<file path="src/rtl/instr_sequencer.sv">
// Multi-cycle instruction sequencer: steps each instruction through fetch..commit and issues one-shot enables.
// Optional performance counters are built when SEQ_PERF_CNT_EN is defined.
module instr_sequencer #(
  parameter int unsigned MEM_WAIT_MAX = 15,
  parameter int unsigned CNT_W        = 32
) (
  input  logic             clk,
  input  logic             rst,
  input  logic             hold,
  input  logic             is_load,
  input  logic             is_store,
  input  logic             is_branch,
  input  logic             ctrl_regwr,
  input  logic             mem_ready,
  output logic             ir_en,
  output logic             pc_en,
  output logic             reg_wr_en,
  output logic             mem_req,
  output logic             mem_wr_en,
  output logic [2:0]       phase,
  output logic             mem_err,
  output logic [CNT_W-1:0] retire_cnt,
  output logic [CNT_W-1:0] stall_cnt
);

  typedef enum logic [2:0] {
    S_IDLE   = 3'd0,
    S_FETCH  = 3'd1,
    S_DECODE = 3'd2,
    S_EXEC   = 3'd3,
    S_MEM    = 3'd4,
    S_WB     = 3'd5,
    S_COMMIT = 3'd6
  } state_t;

  localparam logic [7:0] WAIT_MAX = 8'(MEM_WAIT_MAX);
  localparam logic       TMO_EN   = (MEM_WAIT_MAX != 0);

  state_t     r_state;
  logic       r_is_load;
  logic       r_is_store;
  logic [7:0] r_wait_cnt;
  logic       r_mem_err;

  logic w_in_fetch;
  logic w_in_mem;
  logic w_timeout;

  assign w_in_fetch = (r_state == S_FETCH);
  assign w_in_mem   = (r_state == S_MEM);
  assign w_timeout  = w_in_mem & TMO_EN & (r_wait_cnt == WAIT_MAX) & ~mem_ready;

  // Phase sequencing, op-class capture, MEM wait counting and the sticky timeout flag.
  always_ff @(posedge clk) begin
    if (rst) begin
      r_state    <= S_IDLE;
      r_is_load  <= 1'b0;
      r_is_store <= 1'b0;
      r_wait_cnt <= 8'd0;
      r_mem_err  <= 1'b0;
    end else begin
      case (r_state)
        S_IDLE:   r_state <= S_FETCH;
        S_FETCH:  r_state <= hold ? S_FETCH : S_DECODE;
        S_DECODE: r_state <= S_EXEC;
        S_EXEC: begin
          // A simultaneous load/store decode is treated as a load.
          r_is_load  <= is_load;
          r_is_store <= is_store & ~is_load;
          r_wait_cnt <= 8'd0;
          if (is_load | is_store) begin
            r_state <= S_MEM;
          end else if (is_branch) begin
            r_state <= S_COMMIT;
          end else begin
            r_state <= S_WB;
          end
        end
        S_MEM: begin
          if (w_timeout) begin
            r_mem_err <= 1'b1;
            r_state   <= S_COMMIT;
          end else if (mem_ready) begin
            r_state <= r_is_load ? S_WB : S_COMMIT;
          end else begin
            r_wait_cnt <= r_wait_cnt + 8'd1;
          end
        end
        S_WB:     r_state <= S_COMMIT;
        S_COMMIT: r_state <= S_FETCH;
        default:  r_state <= S_IDLE;
      endcase
    end
  end

  // Enables react to hold/mem_ready within the cycle and are killed while rst is high.
  assign ir_en     = ~rst & w_in_fetch & ~hold;
  assign pc_en     = ~rst & (r_state == S_COMMIT);
  assign reg_wr_en = ~rst & (r_state == S_WB) & ctrl_regwr;
  assign mem_req   = ~rst & w_in_mem;
  assign mem_wr_en = ~rst & w_in_mem & r_is_store & mem_ready & ~w_timeout;
  assign phase     = r_state;
  assign mem_err   = r_mem_err;

`ifdef SEQ_PERF_CNT_EN
  logic [CNT_W-1:0] r_retire_cnt;
  logic [CNT_W-1:0] r_stall_cnt;

  // Retired-instruction and stall-cycle counters, wrapping modulo 2^CNT_W.
  always_ff @(posedge clk) begin
    if (rst) begin
      r_retire_cnt <= '0;
      r_stall_cnt  <= '0;
    end else begin
      if (pc_en) begin
        r_retire_cnt <= r_retire_cnt + {{(CNT_W-1){1'b0}}, 1'b1};
      end
      if ((w_in_fetch & hold) | (w_in_mem & ~mem_ready)) begin
        r_stall_cnt <= r_stall_cnt + {{(CNT_W-1){1'b0}}, 1'b1};
      end
    end
  end

  assign retire_cnt = r_retire_cnt;
  assign stall_cnt  = r_stall_cnt;
`else
  assign retire_cnt = '0;
  assign stall_cnt  = '0;
`endif

endmodule

</file>
<file path="config.mk">
export PLATFORM = sky130hd
export DESIGN_NAME = instr_sequencer
export DESIGN_NICKNAME = d
export VERILOG_FILES = /design/src/rtl/instr_sequencer.sv
export SDC_FILE = /design/constraint.sdc
export NUM_CORES = 1
export LEC_CHECK = 0
export ABC_CLOCK_PERIOD_IN_PS = 2200
export CAP_MARGIN = 20
export CORE_MARGIN = 2
export CORE_UTILIZATION = 38
export DETAILED_ROUTE_END_ITERATION = 6
export HOLD_SLACK_MARGIN = 0.15
export PLACE_DENSITY_LB_ADDON = 0.3
export SLEW_MARGIN = 20
export SYNTH_ARGS = -nofsm -noshare
export SYNTH_HDL_FRONTEND = slang
export SYNTH_SLANG_ARGS = --single-unit
</file>
<file path="constraint.sdc">
create_clock -name clk -period 2.2 [get_ports clk]
set_input_delay 0.44 -clock clk [delete_from_list [all_inputs] [get_ports clk]]
set_output_delay 0.44 -clock clk [all_outputs]
set_load 0.01 [all_outputs]
</file>
==> out/metrics.cfg <==
[cts]
cts_hold_buf=0
cts_tree=done
clk_pin_slew_ps=80
cts_setup_buffers=0
clockRootBuffer=clkbuf_4
clk_latency_ps=270
numCtsBuffers=3
cts.sinks=14
clockBufferDepth=2
ctsHtreeMaxLevel=1

[critical_path]
end_kind=output port
r2r_start=r_wait_cnt[0]$_SDFFE_PP0P_
cp_slowest_cell=clkdlybuf4s50_1
startpoint=rst
cp_cell_sequence=dlygate4sd2_1 -> buf_4 -> nor3_1 -> clkdlybuf4s50_1
cp-start-kind=input port
critPathMaxFanout=11
critPathRequiredTime_ps=1760
critical_path_arrival_ps=1700
max_stage_delay_ps=560
path_class=input port to output port

[final_layout]
layout.area.seq_um2=280.3
antennaDiodeCount=0
multi_input_area_um2=773.2
final_cell_count_no_fill=232
final_common_cell=conb_1
utilization_pct=40.16
final_cell_mix=conb_1 (64), nand2_1 (15), dfxtp_1 (14), clkdlybuf4s50_1 (13), a21oi_1 (12)
syn2layout_area_growth_pct=-0.09152
final_layout_size_suffix_gt1_share_pct=11.83
nets=197
n_fill_cell=366

[die]
dieHeight_um=63.88
ioPinCount=81
start_util_pct=40.20
die_w_um=63.88
dieArea_mm2=0.004081
rows=21
core_area_mm2=0.003390

[yosys]
synth_seq_cells=14
yosys_warnings=0
synth_area_mm2=0.001363
avgSynthCellArea_um2=8.208
synth-edff-count=0
yosysUniqueCellTypes=38
postSynthCellCount=166
seq_area_frac_synth_pct=20.57
async_flop_share_pct=0
yosys_most_used_dff=dfxtp_1

[status]
status=finished clean

[hold_path]
hold_path.class=flop to flop
hold_start=r_wait_cnt[7]$_SDFFE_PP0P_

[timing]
finalSetupViolations=0
fmax_ghz=0.4673
finClkSkew_ps=2.115
hold_violations=0
rsz0062_at_grt=false
drv_slew=0
finalCritPeriodShare_pct=97.27
tns_ps=0
min_period_ps=2140
fin_hold_ws_ps=477.1

[detailed_routing]
routed_wl_um=2287
vias_per_cell=4.198
vias=974
drt-initial-drc-count=31
wl_per_cell_um=9.858
drcViolationCount=0
ant_nets=0
dr.pass1.iters=4

[grt]
first_global_vias=765
grt-ovfl-total=0
grt_start_max_net_pins=17
grt_first_pass_wirelength_um=3643
antenna_found_initial=0
grt_usage_pct=11.13

[place]
dp.cells=229
place.port_buffers=16
gp_congestion=0.7471
dp_hpwl_um=1772

[run]
maxCapViolations=0

[power_and_ir_drop]
irDropWorstVdd_mv=0.1025
power.leakage_nw=0.6382
power.density_mw_per_mm2=426.7
p_total_w=0.0005809

timing repair:
action / CTS / global route
gates resized for setup: 2 / 3
endpoints found under the hold margin: 0 / 0
endpoints found under the setup margin: 5 / 2
worst paths after layout:
kind / to / slack (ps) / cells after the start
max: reg_wr_en / 60 / 4
min: r_wait_cnt[7]$_SDFFE_PP0P_ / 480 / 2
max reg2reg: r_wait_cnt[1]$_SDFFE_PP0P_ / 400 / 6
min reg2reg: r_wait_cnt[7]$_SDFFE_PP0P_ / 480 / 2
area by class of cell:
type,instances,share of cell area (%)
clock buffer,3,1.654
inverter,3,0.8272
multi-input combinational,143,56.80
sequential,14,20.59
tap,46,4.228
timing repair buffer,23,15.90
cells in the mapped netlist (2+ instances only):
| cell | instances | area (um^2) |
|---|---|---|
| buf_4 | 64 | 480.5 |
| nand2_1 | 15 | 56.30 |
| nor3b_1 | 2 | 15.01 |
| a2111o_1 | 3 | 33.78 |
| nor3_1 | 5 | 25.02 |
| buf_6 | 2 | 22.52 |
| nand3_1 | 6 | 30.03 |
| nor2_1 | 6 | 22.52 |
| or3_1 | 2 | 12.51 |
| a21oi_1 | 12 | 60.06 |
| mux2i_1 | 2 | 20.02 |
| clkbuf_8 | 3 | 41.29 |
| o2111ai_1 | 2 | 17.52 |
| and3_1 | 3 | 18.77 |
| dfxtp_1 | 14 | 280.3 |
| inv_1 | 3 | 11.26 |
per-layer routing:
| layer | share of wire [%] | routed length [um] | vias up | global-route usage (%) |
|---|---|---|---|---|
| met3 | 8.8 | 201 | 4 | 3.345 |
| met1 | 43 | 994 | 437 | 14.21 |
| met5 | 0 | 0 | - | 0 |
| met2 | 46 | 1049 | 50 | 16.28 |
| li1 | - | - | 483 | - |
| met4 | 1.8 | 42 | 0 | 6.793 |
flip-flops by register name, summed over array words and instances (netlist names):
register    cells
mem_err         1
r_wait_cnt      8
phase           3
r_is_store      1
r_is_load       1
stage by stage:
stage	setup slack (ps)	area [um^2]
2_1_floorplan	399.7	1599
5_1_grt	35.67	1361
3_3_place_gp	-154.9	1325
6_report	59.97	1361
3_5_place_dp	-161.2	1325
4_1_cts	12.31	1351
where the power goes:
part	leakage (nW)	switching [W]	internal, W
combinational	0.511	0.000108	0.0000576
clock	0.0138	0.0000801	0.0000633
sequential	0.113	0.0000104	0.000261
kinds of logic (layout without fill, tap and decap cells):
logic type / Yosys count / after routing / share of synthesized area, %
mux: 2 / 2 / 1.469
simple gates: 49 / 49 / 20.66
compound gates: 27 / 27 / 15.34
fa+ha+maj: 1 / 1 / 0.9181
flops: 14 / 14 / 20.57
buf+inv: 72 / 29 / 40.77
other cells: 1 / 64 / 0.2752
worst max-delay path: cells and delay by family:
| kind | cells | cell delay [ps] |
|---|---|---|
| and+or+nand+nor | 1 | 190 |
| buffers and inverters | 3 | 1070 |
No activity file was read; power rests on OpenSTA's default activity.
